$ cat src/rtl/mbist_fail_logger.sv
// MBIST fail logger: captures mismatching compares into a first-word-fall-through
// log FIFO, with sticky fail/overflow flags and a saturating mismatch counter.
module mbist_fail_logger #(
  parameter int wcount  = 256,
  parameter int wlength = 4,
  parameter int depth   = 8,
  parameter int cwidth  = 8
) (
  input  logic                      clk,
  input  logic                      rst,
  input  logic                      start,
  input  logic                      cmp_valid,
  input  logic [$clog2(wcount)-1:0] cmp_addr,
  input  logic [wlength-1:0]        cmp_exp,
  input  logic [wlength-1:0]        cmp_act,
  input  logic                      done,
  input  logic                      log_ready,
  output logic                      log_valid,
  output logic [$clog2(wcount)-1:0] log_addr,
  output logic [wlength-1:0]        log_syn,
  output logic                      fail,
  output logic                      overflow,
  output logic [cwidth-1:0]         fail_count,
  output logic                      busy
);

  localparam int aw = $clog2(wcount);
  localparam int pw = $clog2(depth);
  localparam int ew = aw + wlength;
  localparam logic [pw:0] full_cnt = (pw+1)'(depth);

  typedef enum logic [1:0] {
    IDLE  = 2'b00,
    ARMED = 2'b01,
    DONE  = 2'b10
  } state_t;

  state_t            state_r, state_s;
  logic [ew-1:0]     mem_r [depth];
  logic [pw-1:0]     wr_ptr_r, rd_ptr_r;
  logic [pw:0]       count_r;
  logic              fail_r, overflow_r;
  logic [cwidth-1:0] fail_count_r;
  logic              mismatch_s, pop_s, push_s, drop_s, full_s;
  logic [ew-1:0]     head_s;

  function automatic logic [wlength-1:0] syndrome(input logic [wlength-1:0] exp_v,
                                                  input logic [wlength-1:0] act_v);
    return exp_v ^ act_v;
  endfunction

  // State register
  always_ff @(posedge clk or negedge rst) begin
    if (!rst) state_r <= IDLE;
    else      state_r <= state_s;
  end

  // Next-state logic; start re-arms from any state and wins over done
  always_comb begin
    state_s = state_r;
    if (start) begin
      state_s = ARMED;
    end else begin
      case (state_r)
        IDLE:    state_s = IDLE;
        ARMED:   if (done) state_s = DONE; else state_s = ARMED;
        DONE:    state_s = DONE;
        default: state_s = IDLE;
      endcase
    end
  end

  // Event decode; a pop frees the slot so push and pop on a full FIFO both proceed
  always_comb begin
    full_s     = (count_r == full_cnt);
    mismatch_s = 1'b0;
    pop_s      = 1'b0;
    if (!start) begin
      mismatch_s = (state_r == ARMED) && cmp_valid && (cmp_exp != cmp_act);
      pop_s      = (count_r != {(pw+1){1'b0}}) && log_ready;
    end else begin
      mismatch_s = 1'b0;
      pop_s      = 1'b0;
    end
    push_s = mismatch_s && (!full_s || pop_s);
    drop_s = mismatch_s && full_s && !pop_s;
  end

  // Log storage; contents need no reset because the occupancy gates visibility
  always_ff @(posedge clk) begin
    if (push_s) mem_r[wr_ptr_r] <= {cmp_addr, syndrome(cmp_exp, cmp_act)};
  end

  // FIFO pointers, occupancy and sticky status
  always_ff @(posedge clk or negedge rst) begin
    if (!rst) begin
      wr_ptr_r     <= {pw{1'b0}};
      rd_ptr_r     <= {pw{1'b0}};
      count_r      <= {(pw+1){1'b0}};
      fail_r       <= 1'b0;
      overflow_r   <= 1'b0;
      fail_count_r <= {cwidth{1'b0}};
    end else if (start) begin
      wr_ptr_r     <= {pw{1'b0}};
      rd_ptr_r     <= {pw{1'b0}};
      count_r      <= {(pw+1){1'b0}};
      fail_r       <= 1'b0;
      overflow_r   <= 1'b0;
      fail_count_r <= {cwidth{1'b0}};
    end else begin
      if (push_s) wr_ptr_r <= wr_ptr_r + pw'(1);
      if (pop_s)  rd_ptr_r <= rd_ptr_r + pw'(1);
      case ({push_s, pop_s})
        2'b10:   count_r <= count_r + (pw+1)'(1);
        2'b01:   count_r <= count_r - (pw+1)'(1);
        default: count_r <= count_r;
      endcase
      if (mismatch_s) begin
        fail_r <= 1'b1;
        if (fail_count_r != {cwidth{1'b1}}) fail_count_r <= fail_count_r + cwidth'(1);
      end
      if (drop_s) overflow_r <= 1'b1;
    end
  end

  // Head entry presented only while the FIFO holds data
  always_comb begin
    head_s    = mem_r[rd_ptr_r];
    log_valid = (count_r != {(pw+1){1'b0}});
    if (log_valid) begin
      log_addr = head_s[ew-1:wlength];
      log_syn  = head_s[wlength-1:0];
    end else begin
      log_addr = {aw{1'b0}};
      log_syn  = {wlength{1'b0}};
    end
  end

  assign fail       = fail_r;
  assign overflow   = overflow_r;
  assign fail_count = fail_count_r;
  assign busy       = (state_r == ARMED);

endmodule

$ cat config.mk
export PLATFORM = sky130hd
export DESIGN_NAME = mbist_fail_logger
export DESIGN_NICKNAME = d
export VERILOG_FILES = /design/src/rtl/mbist_fail_logger.sv
export SDC_FILE = /design/constraint.sdc
export NUM_CORES = 1
export LEC_CHECK = 0
export BUFFER_PORTS_ARGS = -buffer_cell sky130_fd_sc_hd__buf_4
export CORE_ASPECT_RATIO = 0.9
export CORE_MARGIN = 1.5
export CORE_UTILIZATION = 50
export DETAILED_ROUTE_END_ITERATION = 12
export MAX_ROUTING_LAYER = met4
export PLACE_DENSITY_LB_ADDON = 0.2
export REMOVE_ABC_BUFFERS = 1
export SLEW_MARGIN = 30
export SYNTH_ARGS = -nofsm -noshare
export SYNTH_HDL_FRONTEND = slang
export SYNTH_SLANG_ARGS = --single-unit
$ cat constraint.sdc
create_clock -name clk -period 3.4 [get_ports clk]
set_clock_uncertainty 0.15 [all_clocks]
set_input_delay 0 -clock clk [delete_from_list [all_inputs] [get_ports clk]]
set_output_delay 0 -clock clk [all_outputs]
set_load 0.05 [all_outputs]
; ---- Word level (Yosys, flattened, before mapping)
; Memories as Yosys holds them, arrays and structs flattened.
; Cells that the tools add are included.
[classes]
reduce_logical = 17
mux = 22
n_bitwise = 1
eq_ne = 7
addsub = 5
[op_table]
columns = operator, n
row1 = two-way mux 8 bit, 4
row2 = two-way mux 3 bit, 4
row3 = nonzero test 2 bit, 5
row4 = "adder 8 x 1 -> 8 bit, second input constant", 1
row5 = two-way mux 1 bit, 8
row6 = two-way mux 4 bit, 2
row7 = "!= test 8 bit, second input constant", 1
row8 = case mux 4 bit (2 select lines), 1
row9 = "adder 3 x 1 -> 3 bit, second input constant", 2
row10 = logical AND 1 bit, 6
row11 = "adder 4 x 1 -> 4 bit, second input constant", 1
row12 = "== test 2 x 1 -> 1 bit, second input constant", 2
row13 = "== test 2 bit, second input constant", 2
row14 = "== test 4 bit, second input constant", 1
row15 = two-way mux 2 bit, 2
row16 = != test 4 bit, 1
row17 = case mux 2 bit (2 select lines), 1
row18 = nonzero test 4 bit, 1
row19 = "subtractor 4 x 1 -> 4 bit, second input constant", 1
row20 = bitwise XOR 4 bit, 1
row21 = nonzero test 3 bit, 1
row22 = logical NOT 1 bit, 2
row23 = AND reduction 2 bit, 1
row24 = logical OR 1 bit, 1
[totals]
reg_bits = 22
inputBits = 22
n_memories = 1
output_inout_bits = 24
word_cells = 60
mem_bits_rw = 96
[memory_table]
columns = memory, depth, word_bits, read_ports, rd_clocked_by_memory_dff, wr, line_no
row1 = mem_r, 8, 12, 1, 0, 1, 39  ; logic [ew-1:0] mem_r [depth];

; ---- Depth between registers and ports, before layout
; Gate-level depths: netlist (run 1).
[logic_depth]
depth_word = 8
mapped_depth = 13
depth_no_buf = 12

; ---- Least setup slack after synthesis (run 1)
; OpenSTA, ideal clock, no wires.
[synth_path]
path_type = reg-to-reg
from = register state_r[1]
to = memory mem_r[0][0] (netlist name) (enable)
period_less_slack_ns = 3.390
setup_ns = 0.417
path_slack_ns = 0.010
required_ns = 2.833
arrival_ns = 2.823
n_path_buf = 0
path_stages_with_launch = 7
cell_sequence = dfrtp_1 inv_1 ha_1 and2_1 o41a_4 nand2_2 nor4b_1
[synth_via]
elab_chain_cells = 7
[synth_lines]
columns = item, line_no
row1 = "start, declared", 38  ; state_t state_r, state_s;
row2 = "start signal, assigned", 55  ; else state_r <= state_s;
row3 = == test 2 x 1 -> 1 bit, n/a
row4 = net busy, 24  ; output logic busy
row5 = logical AND 1 bit (2 in series), 79  ; mismatch_s = (state_r == ARMED) && cmp_valid && (cmp_exp != cmp_act);
row6 = two-way mux 1 bit, 78  ; if (!start) begin
row7 = logical AND 1 bit, 85  ; push_s = mismatch_s && (!full_s || pop_s);
row8 = two-way mux 1 bit, 91  ; if (push_s) mem_r[wr_ptr_r] <= {cmp_addr, syndrome(cmp_exp, cmp_act)};
row9 = two-way mux 1 bit (not written as such), 91
row10 = "end, declared", 39
; The timed path passes the listed nets, and every way through them passes these cells.

; ---- Final worst setup path (run 1)
[layout_path]
from = input cmp_act[1]
to = register count_r[3]
[layout_via]
elab_chain_cells = 7
elab_cells_between_ends = 9
cone_classes = eq/ne: 3 / mux: 3 / reduce/logical: 3
[layout_lines]
columns = item, line_no
row1 = "start, declared", 15  ; input logic [wlength-1:0] cmp_act,
row2 = != test 4 bit *, 79
row3 = logical AND 1 bit *, 79
row4 = two-way mux 1 bit *, 78
row5 = logical AND 1 bit *, 85
row6 = == test 2 x 1 -> 1 bit / == test 2 bit (equally long branches), 113  ; case ({push_s, pop_s})
row7 = case mux 4 bit (2 select lines), 113
row8 = two-way mux 4 bit, 103  ; end else if (start) begin
row9 = "end signal, assigned", 106  ; count_r <= {(pw+1){1'b0}};
row10 = "end signal, assigned", 114  ; 2'b10: count_r <= count_r + (pw+1)'(1);
row11 = "end signal, assigned", 115  ; 2'b01: count_r <= count_r - (pw+1)'(1);
row12 = "end, declared", 41  ; logic [pw:0] count_r;
; Every way passes the cells marked *; elsewhere a longest branch is shown, timed or not.
; A chain may end at the register's enable or synchronous reset.

==> out/results.md, run 1 <==
| Step | Quantity | This run |
| --- | --- | --- |
| placed design | Instance area at placement | 5610 sq um |
| sta | Relative slew slack | 39.6% |
| sta | Setup repair after global routing missed its margin | false |
| power and ir drop | Switching power of the nets | 0.00162 W |
| final layout | Filler cell count | 674 |
| floorplan | Number of core rows | 34 |
| clocking | Buffer type at the clock tree root | sky130_fd_sc_hd__clkbuf_8 |
| sta | Final worst path period share | 94.4% |
| final layout | Area growth from synthesis to layout | 29.7% |
| flow run | Max-cap violations | 0 |
| critical path | Maximum fanout along the worst path | 10 |
| power and ir drop | Clock network power share | 37.0% |
| synth | Post-synth EDFFs | 96 |
| route | Number of vias per cell | 5.29 |
| final layout | Diode insertion count for antenna repair | 0 |
| synth | Post-synth ARST share | 18.6% |
| critical path | CP endpoint kind | flip-flop |
| route | Starting DRC count in detailed routing | 91 |
| global routing | Via count of the first global-routing pass | 2,956 |
| clocking | Number of buffers on the longest clock path | 2 |
| floorplan | Floorplan Core Area | 9700 sq um |
| worst hold path | Depth of the worst hold-timing path | 2 |
| placed design | Last weighted congestion value of the routability-driven placer | 0.792 |
| power and ir drop | Sequential fraction of design power | 33.8% |
| run status | Status | finished clean |
| sta | Final-report hold violation count | 0 |
| synth | Share of Yosys cell area claimed by the top area cell type | 57.7% |
| critical path | Data arrival at the endpoint of the critical path | 3450 ps |
| route | Final routed DRC violation total | 0 |
| final layout | Final standard cell area without fillers | 6480 sq um |
| global routing | Final global-route overflow total | 0 |
| synth | Most instantiated cells after synthesis | sky130_fd_sc_hd__edfxtp_1 (96), sky130_fd_sc_hd__nor2_1 (39), sky130_fd_sc_hd__mux4_2 (24) |
| synth | Library cell occupying the most area in the post-synthesis netlist | sky130_fd_sc_hd__edfxtp_1 |
| route | Total routed wirelength | 9.56 mm |
| synth | Count of synthesis-stage warnings from yosys | 0 |
| critical path | Launching element type of the critical path | primary input |
| power and ir drop | Share of total power consumed by net switching | 32.1% |
| critical path | CP Data Required Time | 3650 ps |
| power and ir drop | Power Total | 0.00504 W |
| route | Initial DRT Pass Iterations | 4 |
| floorplan | Horizontal extent of the die | 108 um |
| placed design | Buffers added on ports | 45 |
| final layout | Share of layout cells above drive strength 1 | 35.2% |
| sta | Worst slew pin tran | 906 ps |
| power and ir drop | Cell-internal power | 0.00342 W |
| power and ir drop | Power per Cell Area | 778 nW/um^2 |
| clocking | CTS sink count | 118 |
| route | ANT nets after route | 0 |
| sta | Min Tclk post-route | 3210 ps |
| final layout | Area taken by flip-flops and latches | 3430 sq um |
| final layout | Nets | 412 |
| global routing | Antenna violations before repair | 0 |
| route | Wire length per cell | 18.3 um |
| synth | Cell types occupying the most area after synthesis | sky130_fd_sc_hd__edfxtp_1 (58%), sky130_fd_sc_hd__dfrtp_1 (11%), sky130_fd_sc_hd__mux4_2 (11%), sky130_fd_sc_hd__mux2i_1 (3.8%), sky130_fd_sc_hd__nor2_1 (2.9%) |
| floorplan | Floorplan die area | 10,600 sq um |
| power and ir drop | Leak Pwr | 2.38 nW |
| floorplan | Initial core utilization | 51.5% |
| clocking | # H-tree levels | 4 |
| worst hold path | HP Class | in -> reg |
| floorplan | Number of primary I/O pins | 46 |
| floorplan | Vertical extent of the die | 97.8 um |
| power and ir drop | Proportion of power drawn by combinational gates | 29.1% |
| synth | Primary flip-flop cell chosen by synthesis mapping | sky130_fd_sc_hd__edfxtp_1 |
| synth | Synthesis-stage register bit count | 118 |
| sta | Max Transition Viols Final | 0 |
| sta | Max Freq | 312 MHz |
| clocking | CTS tree | built |
| synth | Cells after synthesis | 290 |
| clocking | Clock edge transition at the registers on the reported setup and hold paths | 60 ps |
| critical path | Worst-case register-to-register setup slack | 490 ps |
| route | Number of vias in the routed layout | 2,757 |
| sta | Setup TNS Final | 0 ps |
| synth | Sequential cell area fraction in the yosys report | 68.7% |
| critical path | Start-to-end type of the worst setup path | in -> reg |
| placed design | HPWL after detailed placement | 5.77 mm |
| synth | Number of distinct library cells after synthesis | 40 |
| sta | # setup viols final | 0 |
| global routing | Pin count of the biggest net entering global routing | 30 |
| clocking | Clock Latency Late Sink | 510 ps |
| final layout | Area of the multi-input gates | 1520 sq um |
| global routing | GRT Overall Usage | 20.9% |
| synth | Mean Syn Cell Area | 17.2 sq um |
| clocking | # Post-CTS Setup Buffers | 0 |
| synth | Most instantiated library cell after synthesis | sky130_fd_sc_hd__edfxtp_1 |
| sta | Final-layout worst hold slack | 118 ps |
| synth | Synthesized cell area | 5000 sq um |
| critical path | Worst R2R Path Depth | 11 |
| global routing | First-pass GRT wire length | 15.4 mm |
| power and ir drop | Worst vdd rail ir drop | 0.551 mV |
| clocking | Number of buffers created by CTS | 17 |
## timing repair
item | in CTS | in global routing
endpoints found under the setup margin | 0 | 1
hold buffers | 23 | 1
gates resized for setup | 0 | 2
hold endpoints to repair | 140 | 22
## per-stage QoR
stage          util (%)  worst slack [ps]  cells
2_1_floorplan         -              10.1    276
3_3_place_gp       57.8               533    465
3_5_place_dp       57.8               405    465
4_1_cts            66.7              84.4    520
5_1_grt            66.8              8.86    521
6_report           66.8               190    521
## worst paths after layout
kind,start,end
max,cmp_act[1],count_r[3]
min,cmp_addr[3],mem_r[6][7]
max reg2reg,count_r[0],count_r[3]
min reg2reg,overflow,overflow
max in group asynchronous,rst,state_r[0]
min in group asynchronous,rst,wr_ptr_r[0]
## routing by layer
layer | GRT usage [%] | wire, um
met2 | 32.7 | 4820
met1 | 26.6 | 4290
met5 | - | 0
met3 | 5.41 | 296
met4 | 7.19 | 152
## worst max-delay path: stages
cell and delay [ps]:
sky130_fd_sc_hd__dlygate4sd3_1 540, sky130_fd_sc_hd__buf_4 130, sky130_fd_sc_hd__xor2_1 140, sky130_fd_sc_hd__dlygate4sd3_1 550, sky130_fd_sc_hd__buf_4 180, sky130_fd_sc_hd__o41ai_2 390
sky130_fd_sc_hd__nand2_1 100, sky130_fd_sc_hd__nor2_2 160, sky130_fd_sc_hd__ha_1 260, sky130_fd_sc_hd__a21o_1 200, sky130_fd_sc_hd__a21oi_2 220, sky130_fd_sc_hd__nand3_1 160
sky130_fd_sc_hd__o31ai_4 100, sky130_fd_sc_hd__mux2_4 320
## cells in the final DEF, fill, tap and decap left out, drive strengths merged
cell	instances
nor3	8
bufinv	4
mux2	1
xnor2	6
nand2b	2
o21ai	1
nor4	3
a21o	2
buf	64
nand2	8
clkbuf	17
nand3b	1
o21ba	1
mux2i	20
nand4	1
ha	7
dlygate4sd3	23
nand3	7
mux4	24
dfrtp	22
and2	2
nor2b	1
inv	9
fa	1
edfxtp	96
o41a	1
xor2	9
clkinvlp	1
clkinv	5
o41ai	1
o31ai	1
or3b	1
a21oi	3
nor3b	1
nor4b	2
nor2	39
## state kept, by name, summed over array words and instances, names as in the netlist
register / cells
count_r: 4
fail_count: 8
mem_r: 96
overflow: 1
state_r: 2
rd_ptr_r: 3
wr_ptr_r: 3
fail: 1
## cells by family after synthesis
kind of cell / after synthesis / share of synthesized area [%]
AND/OR/NAND/NOR: 76 / 7.59
AO/OA/AOI/OAI: 10 / 1.93
multiplexers: 45 / 15.4
adder cells (fa/ha/maj): 8 / 2.15
flip-flops: 118 / 68.7
XOR/XNOR: 15 / 2.63
buffers and inverters: 18 / 1.60
## final cells by class
class / instances / share of cell area [%]
flip-flops and latches: 118 / 53.0
well taps: 126 / 2.43
clock inverters: 15 / 3.32
clock buffers: 17 / 6.39
repair buffers: 87 / 11.1
multi-input cells: 154 / 23.5
inverters: 4 / 0.232
## power by group through the flow
stage	logic (W)	clock network (W)	registers (W)
final	0.00147	0.00187	0.00171
after global routing	0.00157	0.00196	0.00171
after CTS	0.00148	0.00190	0.00171
after detailed placement	0.00145	0	0.00174
after global placement	0.00143	0	0.00173
after floorplan	0.000953	0	0.00179
Note: power is estimated with default switching activity, not from simulation.
==> inputs of run 2 (changes only) <==
--- a/config.mk
+++ b/config.mk
@@ -11,7 +11,7 @@
 export CORE_UTILIZATION = 50
 export DETAILED_ROUTE_END_ITERATION = 12
 export MAX_ROUTING_LAYER = met4
-export PLACE_DENSITY_LB_ADDON = 0.2
+export PLACE_DENSITY = 0.74
 export REMOVE_ABC_BUFFERS = 1
 export SLEW_MARGIN = 30
 export SYNTH_ARGS = -nofsm -noshare
==> run 2 against run 1 <==
Against the previous run:
- wire length increased by 3.8%
- non-clock buffer count decreased by 2
- register-to-register slack got worse by 50 ps
- via count increased by 3.3%
- count of clock-buffer cells in the layout increased by 2
- critical path depth decreased by 5
- critical path type unchanged
- highest routed layer unchanged
==> out/results.md, run 2 (same netlist as run 1, synthesis figures left out) <==
| Step | Quantity | This run |
| --- | --- | --- |
| critical path | CP Data Required Time | 3450 ps |
| final layout | Area growth from synthesis to layout | 26.9% |
| critical path | Start of the worst register-to-register path | count_r[0] |
| sta | Setup repair after global routing missed its margin | false |
| placed design | Instance area at placement | 5590 sq um |
| final layout | Final standard cell area without fillers | 6340 sq um |
| route | Total routed wirelength | 9.92 mm |
| final layout | Final core occ | 65.4% |
| route | Number of vias in the routed layout | 2,848 |
| final layout | Share of layout cells above drive strength 1 | 33.2% |
| floorplan | Horizontal extent of the die | 108 um |
| final layout | Filler-free cell count of the finished design | 518 |
| route | Initial DRT Pass Iterations | 4 |
| sta | Final worst path period share | 89.6% |
| placed design | Buffers added on ports | 45 |
| run status | Status | finished clean |
| critical path | Worst-case register-to-register setup slack | 440 ps |
| floorplan | Initial core utilization | 51.5% |
| clocking | # Post-CTS Setup Buffers | 0 |
| route | Final routed DRC violation total | 0 |
| route | ANT nets after route | 0 |
| final layout | Area taken by flip-flops and latches | 3430 sq um |
| final layout | Diode insertion count for antenna repair | 0 |
| power and ir drop | Worst vdd rail ir drop | 0.432 mV |
| global routing | GRT Overall Usage | 21.2% |
| floorplan | Number of core rows | 34 |
| worst hold path | HP Class | in -> reg |
| sta | # setup viols final | 0 |
| flow run | Max-cap violations | 0 |
| critical path | Terminus of the critical flop-to-flop path | count_r[3] |
| critical path | Launching element type of the critical path | primary input |
| critical path | CP endpoint kind | flip-flop |
| clocking | Number of buffers on the longest clock path | 2 |
| clocking | Buffer type at the clock tree root | sky130_fd_sc_hd__clkbuf_8 |
| final layout | Most frequent standard cell in the layout excluding fill and tap cells | sky130_fd_sc_hd__edfxtp_1 |
| sta | Max Freq | 328 MHz |
| final layout | Nets | 410 |
| route | Starting DRC count in detailed routing | 148 |
| critical path | Source of the critical timing path | cmp_exp[0] |
| clocking | # H-tree levels | 4 |
| clocking | # resized after CTS | 0 |
| global routing | Final global-route overflow total | 0 |
| final layout | Top reg by flops | mem_r |
| final layout | Number of flip-flops in the largest register | 96 |
| placed design | HPWL after detailed placement | 5.95 mm |
| worst hold path | Hold path start | cmp_addr[3] |
| critical path | Worst R2R Path Depth | 11 |
| global routing | Via count of the first global-routing pass | 2,959 |
| route | Number of vias per cell | 5.50 |
| route | Wire length per cell | 19.2 um |
| critical path | Start-to-end type of the worst setup path | in -> reg |
| worst hold path | Depth of the worst hold-timing path | 2 |
| placed design | Last weighted congestion value of the routability-driven placer | 0.759 |
| global routing | Pin count of the biggest net entering global routing | 30 |
| sta | Max Transition Viols Final | 0 |
| placed design | Cell count after placement | 463 |
| floorplan | Number of primary I/O pins | 46 |
| clocking | CTS sink count | 118 |
| critical path | Data arrival at the endpoint of the critical path | 3090 ps |
| sta | Final-report hold violation count | 0 |
| sta | Min Tclk post-route | 3050 ps |
| clocking | Clock edge transition at the registers on the reported setup and hold paths | 60 ps |
| power and ir drop | Leak Pwr | 2.32 nW |
| final layout | Commonest cells after routing, fill and taps aside | sky130_fd_sc_hd__edfxtp_1 (96), sky130_fd_sc_hd__buf_4 (61), sky130_fd_sc_hd__nor2_1 (39) |
| floorplan | Vertical extent of the die | 97.8 um |
| sta | Setup TNS Final | 0 ps |
| clocking | Clock Latency Late Sink | 510 ps |
| power and ir drop | Power per Cell Area | 740 nW/um^2 |
| sta | Relative slew slack | 41.8% |
| floorplan | Floorplan die area | 10,600 sq um |
| worst hold path | Min-Delay Endpoint | mem_r[7][7] |
| global routing | Antenna violations before repair | 0 |
| clocking | Post-CTS Hold Fix Bufs | 23 |
| sta | Worst slew pin tran | 873 ps |
| clocking | Number of buffers created by CTS | 17 |
| floorplan | Floorplan Core Area | 9700 sq um |
| critical path | Maximum fanout along the worst path | 9 |
| final layout | Area of the multi-input gates | 1530 sq um |
| global routing | First-pass GRT wire length | 15.5 mm |
| clocking | CTS tree | built |
| final layout | Filler cell count | 696 |
-- run 2: cell count changes in the layout (fill, tap and decap cells not counted), moves of 2 or more --
cell / change
sky130_fd_sc_hd__clkinv_1: +2
sky130_fd_sc_hd__bufinv_16: -3
sky130_fd_sc_hd__inv_6: -5
sky130_fd_sc_hd__clkbuf_1: +2
sky130_fd_sc_hd__clkinv_4: -4
sky130_fd_sc_hd__clkinv_2: +7
-- run 2: worst max path at each step --
stage	to	slack, ps	cells past startpoint
2_1_floorplan	mem_r[0][0]	10	6
3_3_place_gp	count_r[3]	260	11
3_5_place_dp	count_r[3]	420	11
4_1_cts	mem_r[0][6]	310	9
5_1_grt	mem_r[0][6]	180	9
6_report	mem_r[0][6]	350	9
-- run 2: metrics by stage --
step / worst slack [ps] / hold WS (ps) / power [W]
3_3_place_gp: 261 / -244 / 0.00314
4_1_cts: 305 / 97.0 / 0.00473
3_5_place_dp: 416 / -239 / 0.00317
5_1_grt: 176 / 129 / 0.00487
2_1_floorplan: 10.1 / -446 / 0.00274
6_report: 354 / 123 / 0.00469
-- run 2: per-layer routing --
| layer | GRT usage, % | share of wire, % | vias up |
|---|---|---|---|
| met5 | - | 0 | - |
| met2 | 33.7 | 51 | 74 |
| li1 | - | - | 1292 |
| met4 | 8.20 | 1.3 | 0 |
| met1 | 25.7 | 41 | 1470 |
| met3 | 6.34 | 6.0 | 12 |
-- run 2: critical path, stage by stage --
cell	delay (ps)
sky130_fd_sc_hd__dlygate4sd3_1	540
sky130_fd_sc_hd__buf_4	130
sky130_fd_sc_hd__xor2_1	330
sky130_fd_sc_hd__dlygate4sd3_1	620
sky130_fd_sc_hd__buf_4	160
sky130_fd_sc_hd__o41a_4	200
sky130_fd_sc_hd__nand2_2	180
sky130_fd_sc_hd__nor4b_2	600
sky130_fd_sc_hd__buf_4	330
-- run 2: where the power goes --
part / internal (W) / switching, W / total, W
sequential: 0.00163 / 0.0000558 / 0.00168
combinational: 0.000574 / 0.000899 / 0.00147
clock: 0.000946 / 0.000585 / 0.00153
-- run 2: layout make-up --
class / count / share of cell area, %
multi-input combinational: 154 / 24.1
sequential: 118 / 54.2
inverter: 4 / 0.237
clock inverter: 12 / 1.40
clock buffer: 19 / 6.65
tap: 126 / 2.49
timing repair buffer: 85 / 10.9
